--- config.mk ---
export PLATFORM = sky130hd
export DESIGN_NAME = hex_cmd_decoder_flat
export DESIGN_NICKNAME = d
export VERILOG_FILES = /design/src/rtl/hex_cmd_decoder_if.sv /design/src/rtl/hex_cmd_decoder.sv /design/src/flat_wrapper.sv
export SDC_FILE = /design/constraint.sdc
export NUM_CORES = 1
export LEC_CHECK = 0
export BUFFER_PORTS_ARGS = -buffer_cell sky130_fd_sc_hd__buf_2
export CELL_PAD_IN_SITES_DETAIL_PLACEMENT = 1
export CELL_PAD_IN_SITES_GLOBAL_PLACEMENT = 1
export CORE_UTILIZATION = 46
export CTS_CLUSTER_DIAMETER = 60
export DETAILED_ROUTE_END_ITERATION = 16
export PLACE_DENSITY_LB_ADDON = 0.1
export SLEW_MARGIN = 10
export SYNTH_ARGS = -nofsm -noshare
export SYNTH_HDL_FRONTEND = slang
export SYNTH_SLANG_ARGS = --single-unit
--- constraint.sdc ---
create_clock -name clk -period 2.8 [get_ports clk]
set_clock_uncertainty 0.05 [all_clocks]
set_input_delay 0.84 -clock clk [delete_from_list [all_inputs] [get_ports clk]]
set_output_delay 0.84 -clock clk [all_outputs]
set_load 0.005 [all_outputs]
--- src/rtl/hex_cmd_decoder_if.sv ---
// Byte-stream / ALU command bus between the UART receiver, the hex command decoder and the ALU.
// The decoder takes the slave modport; the UART/ALU side takes the master modport.
interface hex_cmd_decoder_if;
   logic [7:0] uart_in;
   logic       uin_valid;
   logic       alu_done;
   logic [7:0] operand_a;
   logic [7:0] operand_b;
   logic [1:0] opcode;
   logic       alu_start;
   logic       cmd_err;
   logic       busy;

   modport master (
      output uart_in, uin_valid, alu_done,
      input  operand_a, operand_b, opcode, alu_start, cmd_err, busy
   );

   modport slave (
      input  uart_in, uin_valid, alu_done,
      output operand_a, operand_b, opcode, alu_start, cmd_err, busy
   );
endinterface

--- src/rtl/hex_cmd_decoder.sv ---
// Parses "HH op HH CR" ASCII frames into ALU operands/opcode with a one-cycle start pulse.
// Optional LOWERCASE_HEX_EN: also accept 'a'-'f' as hex digits.
module hex_cmd_decoder #(
   parameter int unsigned TIMEOUT = 1000000
) (
   input logic             clk,
   input logic             rst,
   hex_cmd_decoder_if.slave bus
);

   localparam int unsigned CW = (TIMEOUT == 0) ? 1 : $clog2(64'(TIMEOUT) + 64'd1);
   localparam logic [7:0]  CR = 8'h0D;

   typedef enum logic [2:0] {A_HI, A_LO, OP, B_HI, B_LO, TERM, BUSY, ERR} state_t;

   function automatic logic is_hex(input logic [7:0] c);
      logic r;
      r = (c >= 8'h30 && c <= 8'h39) || (c >= 8'h41 && c <= 8'h46);
`ifdef LOWERCASE_HEX_EN
      r = r || (c >= 8'h61 && c <= 8'h66);
`endif
      return r;
   endfunction

   function automatic logic [3:0] hex_val(input logic [7:0] c);
      logic [3:0] v;
      v = 4'h0;
      if (c >= 8'h30 && c <= 8'h39) v = 4'(c - 8'h30);
      if (c >= 8'h41 && c <= 8'h46) v = 4'(c - 8'h37);
`ifdef LOWERCASE_HEX_EN
      if (c >= 8'h61 && c <= 8'h66) v = 4'(c - 8'h57);
`endif
      return v;
   endfunction

   function automatic logic is_op(input logic [7:0] c);
      return (c == 8'h2B) || (c == 8'h2D) || (c == 8'h26) || (c == 8'h7C);
   endfunction

   function automatic logic [1:0] op_val(input logic [7:0] c);
      logic [1:0] v;
      case (c)
         8'h2D:   v = 2'b01;
         8'h26:   v = 2'b10;
         8'h7C:   v = 2'b11;
         default: v = 2'b00;
      endcase
      return v;
   endfunction

   state_t        state_q, state_d;
   logic [7:0]    a_sh_q, a_sh_d, b_sh_q, b_sh_d;
   logic [1:0]    op_sh_q, op_sh_d;
   logic [7:0]    opa_q, opa_d, opb_q, opb_d;
   logic [1:0]    opc_q, opc_d;
   logic          start_q, start_d, err_q, err_d, busy_q, busy_d;
   logic [CW-1:0] tmo_q, tmo_d;

   logic          byte_hex, byte_cr, good, tmo_hit;
   logic [3:0]    nib;
   state_t        adv;

   // State, shadow and output registers
   always_ff @(posedge clk or posedge rst) begin
      if (rst) begin
         state_q <= A_HI;
         a_sh_q  <= 8'h00;
         b_sh_q  <= 8'h00;
         op_sh_q <= 2'b00;
         opa_q   <= 8'h00;
         opb_q   <= 8'h00;
         opc_q   <= 2'b00;
         start_q <= 1'b0;
         err_q   <= 1'b0;
         busy_q  <= 1'b0;
         tmo_q   <= '0;
      end else begin
         state_q <= state_d;
         a_sh_q  <= a_sh_d;
         b_sh_q  <= b_sh_d;
         op_sh_q <= op_sh_d;
         opa_q   <= opa_d;
         opb_q   <= opb_d;
         opc_q   <= opc_d;
         start_q <= start_d;
         err_q   <= err_d;
         busy_q  <= busy_d;
         tmo_q   <= tmo_d;
      end
   end

   // Next-state, shadow capture, command issue and inter-character timeout
   always_comb begin
      state_d  = state_q;
      a_sh_d   = a_sh_q;
      b_sh_d   = b_sh_q;
      op_sh_d  = op_sh_q;
      opa_d    = opa_q;
      opb_d    = opb_q;
      opc_d    = opc_q;
      start_d  = 1'b0;
      err_d    = 1'b0;
      good     = 1'b0;
      adv      = state_q;
      byte_hex = is_hex(bus.uart_in);
      byte_cr  = (bus.uart_in == CR);
      nib      = hex_val(bus.uart_in);
      tmo_hit  = (TIMEOUT != 0) && (tmo_q == CW'(TIMEOUT));

      case (state_q)
         A_HI: begin
            if (bus.uin_valid && byte_hex) begin
               a_sh_d[7:4] = nib;
               state_d     = A_LO;
            end else if (bus.uin_valid && !byte_cr) begin
               err_d   = 1'b1;
               state_d = ERR;
            end
         end
         BUSY: begin
            if (bus.alu_done) state_d = A_HI;
         end
         ERR: begin
            if (bus.uin_valid && byte_cr) state_d = A_HI;
         end
         default: begin
            if (bus.uin_valid) begin
               case (state_q)
                  A_LO: begin
                     good = byte_hex;
                     adv  = OP;
                     a_sh_d[3:0] = nib;
                  end
                  OP: begin
                     good    = is_op(bus.uart_in);
                     adv     = B_HI;
                     op_sh_d = op_val(bus.uart_in);
                  end
                  B_HI: begin
                     good = byte_hex;
                     adv  = B_LO;
                     b_sh_d[7:4] = nib;
                  end
                  B_LO: begin
                     good = byte_hex;
                     adv  = TERM;
                     b_sh_d[3:0] = nib;
                  end
                  TERM: begin
                     good = byte_cr;
                     adv  = BUSY;
                  end
                  default: begin
                     good = 1'b0;
                     adv  = A_HI;
                  end
               endcase
               if (good) begin
                  state_d = adv;
                  if (state_q == TERM) begin
                     opa_d   = a_sh_q;
                     opb_d   = b_sh_q;
                     opc_d   = op_sh_q;
                     start_d = 1'b1;
                  end
               end else begin
                  // CR resynchronises straight away; anything else waits for the next CR
                  err_d   = 1'b1;
                  state_d = byte_cr ? A_HI : ERR;
               end
            end else if (tmo_hit) begin
               err_d   = 1'b1;
               state_d = A_HI;
            end
         end
      endcase

      busy_d = (state_d == BUSY);

      if (bus.uin_valid || state_q == A_HI || state_q == BUSY || state_q == ERR)
         tmo_d = '0;
      else if (tmo_q != {CW{1'b1}})
         tmo_d = tmo_q + CW'(1);
      else
         tmo_d = tmo_q;
   end

   assign bus.operand_a = opa_q;
   assign bus.operand_b = opb_q;
   assign bus.opcode    = opc_q;
   assign bus.alu_start = start_q;
   assign bus.cmd_err   = err_q;
   assign bus.busy      = busy_q;

endmodule

--- src/flat_wrapper.sv ---
// flat-port wrapper written by rule: the top's interface ports become plain ports
module hex_cmd_decoder_flat 
#(
   parameter int unsigned TIMEOUT = 1000000
)
  (clk, rst, bus_uart_in, bus_uin_valid, bus_alu_done, bus_operand_a, bus_operand_b, bus_opcode, bus_alu_start, bus_cmd_err, bus_busy);
  hex_cmd_decoder_if bus_i ();
  input logic clk;
  input logic rst;
  input wire logic [$bits(bus_i.uart_in)-1:0] bus_uart_in;
  input wire logic [$bits(bus_i.uin_valid)-1:0] bus_uin_valid;
  input wire logic [$bits(bus_i.alu_done)-1:0] bus_alu_done;
  output wire logic [$bits(bus_i.operand_a)-1:0] bus_operand_a;
  output wire logic [$bits(bus_i.operand_b)-1:0] bus_operand_b;
  output wire logic [$bits(bus_i.opcode)-1:0] bus_opcode;
  output wire logic [$bits(bus_i.alu_start)-1:0] bus_alu_start;
  output wire logic [$bits(bus_i.cmd_err)-1:0] bus_cmd_err;
  output wire logic [$bits(bus_i.busy)-1:0] bus_busy;
  assign bus_i.uart_in = bus_uart_in;
  assign bus_i.uin_valid = bus_uin_valid;
  assign bus_i.alu_done = bus_alu_done;
  assign bus_operand_a = bus_i.operand_a;
  assign bus_operand_b = bus_i.operand_b;
  assign bus_opcode = bus_i.opcode;
  assign bus_alu_start = bus_i.alu_start;
  assign bus_cmd_err = bus_i.cmd_err;
  assign bus_busy = bus_i.busy;
  hex_cmd_decoder #(.TIMEOUT(TIMEOUT)) u_core (.clk(clk), .rst(rst), .bus(bus_i));
endmodule
==> qor.csv, run 1 <==
metric,value,unit
outcome,"finished, final reports clean",
Post-DP HPWL,5482,um
cts hold-fix bufs,0,
Synth Area in Adders,0.02733,
CTS root buffer,clkbuf_8,
worst-path fanout max,5,
# placed instances,439,
drt first pass iters,4,
post-route setup TNS,0,ps
worst path cell trace,buf_2 -> inv_2 -> ha_2 -> or3b_4 -> nand4_1 -> buf_4 -> a31oi_1 -> o21ai_0 -> o21ai_0 -> buf_4 -> nor4b_4,
Rel. slew slack,0.5312,
Syn Inst Count,309,
mux contribution to synthesized area,0.08356,
Cell Rows,30,
Post-synth top flop,dfrtp_1,
crit path buf inv count,4,
post-synthesis simple-gate area fraction,0.2210,
area grow syn2layout,21.83,%
"Clk Latency, worst-skew pair",340,ps
Chip Width,85.46,um
Comb pwr share,0.247,
Crit path largest cell delay,380,ps
Peak VDD IR,0.3731,mV
final worst slack,230.9,ps
"CTS clk-pin slew, worst paths",80,ps
Net Switching,0.0009034,W
Syn Std Cell Area,3204,um^2
via/cell ratio,5.556,
Initial Utilization,0.4743,
Pint,0.001952,W
Max Cap Viol,0,
pin count of the biggest net entering global routing,39,
Clk pwr share,0.353,
CTS sink cnt,62,
WS Path Type,in -> reg,
syn_nets,328,
Slew Limit Fails,0,
CP max stage cell,or3b_4,
Core ar.,6756,um^2
top-area cell type share of the netlist area,0.4842,
worst hold path class,reg -> reg,
placed instance area,3652,um^2
first-pass GRT wire length,12920,um
I/O pins,33,
Layout Nets,389,
type of destination of the critical path,flip-flop,
fin crit period,2569,ps
final WL,7540,um
"commonest non-fill, non-tap cell in the layout",dfrtp_1,
RSZ-0062 raised after global routing,no,
routed len/inst,16.57,um
post-synthesis xor/xnor area fraction,0.04373,
# DRC,0,
fillers,752,
power share of the sequential group,0.400,
"Hold Violations, Final",0,
TritonCTS Buffers,9,
Final setup viols,0,
combinational family with the most area after synthesis,simple AND/OR/NAND/NOR gates,
Max Freq,389.2,MHz
H-tree Lvls,3,
via count,2528,
"area leader, netlist",dfrtp_1,
Compound-Gate Fraction of Synth Area,0.1015,
leakage,1.865,nW
Worst EP arrival,2770,ps
element type at the critical path start,input port,
GRT Residual Overflow,0,
"EDFF count, synth",0,
CP required,3000,ps
vias in the first global route,2670,
clock buffer depth,2,
synth unique cells,51,
Synth Register Bits,62,
top post-synthesis cells by area,"dfrtp_1 (48%), nor2_1 (4.6%), mux2_4 (4.2%)",
share of cells above drive strength 1,0.2987,
gp weighted congestion,0.8270,
"commonest non-fill, non-tap cells in the layout","dfrtp_1 (62), nor2_1 (39), buf_2 (32)",
# diodes,0,
post-CTS sizing,0,
Sw Ratio,0.3164,
Ys Warns,0,
final instance area,3904,um^2
setup repair bufs after CTS,0,
initial antenna violation count,0,
die area,7303,um^2
fin crit share,0.9176,
register area share after synthesis,0.4842,
CTS tree,yes,
ys async rst share,1.000,
Total Routing Usage GR,0.2300,
Die Ht,85.46,um
Least-Margin Pin Slew,693.4,ps
Detail Route Antenna Nets,0,
Mean Syn Cell Area,10.37,um^2
pre-CTS setup slack,-91.02,ps
iteration-0 DRC count of the detailed router,70,
PD cells,731.5,nW/um^2
Non-Filler Instances,455,
port bufs,32,
critical path's top delay family,simple AND/OR/NAND/NOR gates,
==> registers in the layout, summed over array words and instances, names as in the netlist, 2 cells and up <==
signal and count:
u_core.a_sh_q 8, u_core.b_sh_q 8, u_core.bus.opcode 2, u_core.bus.operand_a 8
u_core.bus.operand_b 8, u_core.op_sh_q 2, u_core.state_q 3, u_core.tmo_q 20
==> final timing paths <==
check                                             start                            to  slack, ps  cells past startpoint
setup reg to reg            u_core.state_q[0]$_DFF_PP0_     u_core.bus.busy$_DFF_PP0_        510                      7
hold / removal             u_core.a_sh_q[5]$_DFFE_PP0P_  u_core.a_sh_q[5]$_DFFE_PP0P_        440                      2
setup / recovery                         bus_uart_in[0]     u_core.bus.busy$_DFF_PP0_        230                     11
max in group asynchronous                           rst  u_core.a_sh_q[1]$_DFFE_PP0P_       1640                      3
min in group asynchronous                           rst  u_core.b_sh_q[5]$_DFFE_PP0P_        470                      2
hold reg to reg            u_core.a_sh_q[5]$_DFFE_PP0P_  u_core.a_sh_q[5]$_DFFE_PP0P_        440                      2
==> cell usage after synthesis (3+ instances only) <==
cell type and number:
nand3_1 10, and3_1 4, mux2_2 10, o21ai_0 15
inv_1 13, dfrtp_1 62, nor4_1 3, nor4b_1 4
a21oi_1 24, nand2_1 19, clkbuf_1 6, mux2_4 9
xnor2_1 11, nand4_1 9, nor2_1 39, xor2_1 5
and4_1 5, nor3_1 9, nor2b_1 4, ha_1 7
==> routing by layer <==
| metal | routed length [um] | global-route usage | vias up |
|---|---|---|---|
| li1 | - | - | 1222 |
| met1 | 3574 | 0.3046 | 1267 |
| met2 | 3722 | 0.3840 | 31 |
| met3 | 158 | 0.03502 | 8 |
| met4 | 85 | 0.08182 | 0 |
| met5 | 0 | 0 | - |
==> layout make-up <==
class / instances / area, um^2 / share of cell area
sequential: 62 / 1551 / 0.3974
multi-input combinational: 223 / 1536 / 0.3936
timing repair buffer: 61 / 415.4 / 0.1064
clock inverter: 7 / 127.6 / 0.03269
clock buffer: 9 / 123.9 / 0.03173
tap: 80 / 100.1 / 0.02564
inverter: 13 / 48.80 / 0.01250
==> kinds of logic after synthesis <==
group / after synthesis
AOI/OAI and AO/OA: 54
xor gates and xnor gates: 16
adders and majority gates: 7
buffers and inverters: 24
DFF: 62
muxes: 21
and+or+nand+nor: 125
==> tightest hold or removal path: stages, from the launching register on <==
cell and delay, ps:
dfrtp_1 350, nand2_1 50, o21ai_0 60
==> power by group through the flow <==
stage / logic, W / registers, W / clock network (W)
2_1_floorplan: 0.000465 / 0.00113 / 0
3_3_place_gp: 0.000672 / 0.00115 / 0
3_5_place_dp: 0.000701 / 0.00116 / 0
4_1_cts: 0.000712 / 0.00114 / 0.00103
5_1_grt: 0.000791 / 0.00116 / 0.00107
6_report: 0.000704 / 0.00114 / 0.00101
==> per-stage QoR <==
stage,util,total power (W),hold slack (ps)
2_1_floorplan,-,0.001599,396.0
4_1_cts,0.5778,0.002887,444.5
3_5_place_dp,0.5406,0.001861,427.0
5_1_grt,0.5778,0.003021,470.4
3_3_place_gp,0.5406,0.001820,410.2
6_report,0.5778,0.002856,438.8
(Power assumes the default switching activity.)
==> run 2, diff against run 1 <==
--- a/config.mk
+++ b/config.mk
@@ -5,12 +5,12 @@
 export SDC_FILE = /design/constraint.sdc
 export NUM_CORES = 1
 export LEC_CHECK = 0
-export BUFFER_PORTS_ARGS = -buffer_cell sky130_fd_sc_hd__buf_2
 export CELL_PAD_IN_SITES_DETAIL_PLACEMENT = 1
 export CELL_PAD_IN_SITES_GLOBAL_PLACEMENT = 1
-export CORE_UTILIZATION = 46
+export CORE_UTILIZATION = 50
 export CTS_CLUSTER_DIAMETER = 60
 export DETAILED_ROUTE_END_ITERATION = 16
+export DONT_BUFFER_PORTS = 1
 export PLACE_DENSITY_LB_ADDON = 0.1
 export SLEW_MARGIN = 10
 export SYNTH_ARGS = -nofsm -noshare
==> run 2 against run 1 <==
Global-route usage increased by 0.96 points. Register-to-register slack about the same. Largest cell class unchanged. Hold slack lost 48 ps. Cell count down 12%. Utilization fell by 0.35 points. Critical path depth shrank 3. Combinational power shrank 14%. Maximum frequency down 0.92%. First-iteration DRC count is 26% higher. Final area down 11%. Setup slack lost 24 ps.
==> qor.csv, run 2 (synthesized netlist as in run 1, its figures left out) <==
metric,value,unit,change
outcome,"finished, final reports clean",,
CTS sink cnt,62,,unchanged
Cell Rows,28,,-6.7%
Post-DP HPWL,5135,um,-6.3%
Chip Width,82.06,um,-4.0%
Layout Nets,339,,-13%
GRT Residual Overflow,0,,unchanged
Die Ht,82.06,um,-4.0%
first-pass GRT wire length,11810,um,-8.6%
"commonest non-fill, non-tap cell in the layout",dfrtp_1,,
Core ar.,6061,um^2,-10%
CP required,2970,ps,-30 ps
I/O pins,33,,unchanged
met2 usage,0.3579,,-0.02615
Worst EP arrival,2760,ps,about the same
CTS tree,yes,,
die area,6733,um^2,-7.8%
Slew Limit Fails,0,,unchanged
RSZ-0062 raised after global routing,no,,
"Clk Latency, worst-skew pair",340,ps,about the same
Non-Filler Instances,399,,-12%
Largest register FFs,20,,unchanged
final WL,7171,um,-4.9%
Final setup viols,0,,unchanged
R2R depth,6,,-1
Least-Margin Pin Slew,744.5,ps,+51.07 ps
# diodes,0,,unchanged
# DRC,0,,unchanged
port bufs,0,,-100%
routed len/inst,17.97,um,+8.5%
"Hold Violations, Final",0,,unchanged
Global Route met3 Usage,0.06778,,+0.03276
via/cell ratio,5.817,,+4.7%
final worst slack,206.9,ps,-23.93 ps
gp weighted congestion,0.8915,,+7.8%
Initial Utilization,0.5287,,+0.05444
Top reg by flops,u_core.tmo_q,,
WHS,390.5,ps,-48.31 ps
type of destination of the critical path,flip-flop,,
"CTS clk-pin slew, worst paths",80,ps,about the same
clock buffer depth,2,,unchanged
Detail Route Antenna Nets,0,,unchanged
grt met1 use,0.3317,,+0.02714
leakage,1.564,nW,-16%
"commonest non-fill, non-tap cells in the layout","dfrtp_1 (62), nor2_1 (39), a21oi_1 (24)",,
post-CTS sizing,0,,unchanged
Rel. slew slack,0.4999,,-0.03135
fin crit period,2593,ps,+23.93 ps
iteration-0 DRC count of the detailed router,88,,+26%
H-tree Lvls,3,,unchanged
area grow syn2layout,8.629,%,
initial antenna violation count,0,,unchanged
multi-input logic area,1536,um^2,unchanged
pin count of the biggest net entering global routing,37,,-5.1%
register area,1551,um^2,unchanged
cts hold-fix bufs,0,,unchanged
setup repair bufs after CTS,0,,unchanged
# placed instances,384,,-13%
busiest grt layer,met2,,
Total Routing Usage GR,0.2396,,+0.009634
share of cells above drive strength 1,0.1852,,-0.1135
worst-path fanout max,19,,+14
Max Freq,385.6,MHz,-0.92%
Peak VDD IR,0.5110,mV,+37%
fin crit share,0.9261,,+0.008546
R2R setup slack,500,ps,about the same
element type at the critical path start,input port,,
pre-CTS setup slack,-144.8,ps,-53.82 ps
TritonCTS Buffers,9,,unchanged
via count,2321,,-8.2%
drt first pass iters,4,,unchanged
fillers,689,,-8.4%
CTS root buffer,clkbuf_8,,
Max Cap Viol,0,,unchanged
PD cells,695.4,nW/um^2,-4.9%
vias in the first global route,2380,,-11%
worst hold path class,in -> async,,
WS Path Type,in -> reg,,
[run 2: cell types whose count changed in the layout (fill, tap and decap cells not counted), sizes merged]
cell,before,now
bufinv,3,0
buf,61,11
inv,17,13
clkbuf,9,10
clkinv,0,4
clkinvlp,0,1
[run 2: where the power goes]
group          leakage (nW)  internal [W]  switching, W
sequential            0.833       0.00105      0.000113
clock                0.0817      0.000309      0.000341
combinational         0.650      0.000244      0.000361
[run 2: worst paths after layout]
check                                              from                                  end
max in group asynchronous                           rst        u_core.op_sh_q[1]$_DFFE_PP0P_
hold / removal                                      rst          u_core.tmo_q[5]$_DFFE_PP0P_
setup reg to reg            u_core.state_q[2]$_DFF_PP0_  u_core.bus.operand_b[0]$_DFFE_PP0P_
setup / recovery                         bus_uart_in[1]  u_core.bus.operand_b[0]$_DFFE_PP0P_
hold reg to reg            u_core.a_sh_q[5]$_DFFE_PP0P_         u_core.a_sh_q[5]$_DFFE_PP0P_
min in group clk           u_core.a_sh_q[5]$_DFFE_PP0P_         u_core.a_sh_q[5]$_DFFE_PP0P_
[run 2: per-stage QoR]
step	util	total power (W)	TNS (ps)	cell area [um^2]
floorplan	-	0.001599	0	3212
global placement	0.5487	0.001752	-911.9	3326
detailed placement	0.5487	0.001786	-2401	3326
CTS	0.5743	0.002445	0	3481
global route	0.5743	0.002577	0	3481
finish	0.5743	0.002421	0	3481
[run 2: final cells by class]
cell class | instances | area share
Inverter | 13 | 0.01402
Tap cell | 75 | 0.02696
Multi-Input combinational cell | 223 | 0.4414
Sequential cell | 62 | 0.4457
Timing Repair Buffer | 11 | 0.02732
Clock buffer | 10 | 0.03666
Clock inverter | 5 | 0.007908
[run 2: worst max-delay path, cell delays in order]
cell and delay, ps:
inv_2 60, ha_2 200, o21bai_1 80, a2111o_1 480
nand2_2 140, a21boi_2 90, nand4b_4 440, mux2_4 420
[run 2: routing by layer]
layer  vias to the layer above  wire, um
met1                      1145      3639
met4                         0        90
met5                         -         0
met3                         9       255
li1                       1122         -
met2                        45      3184
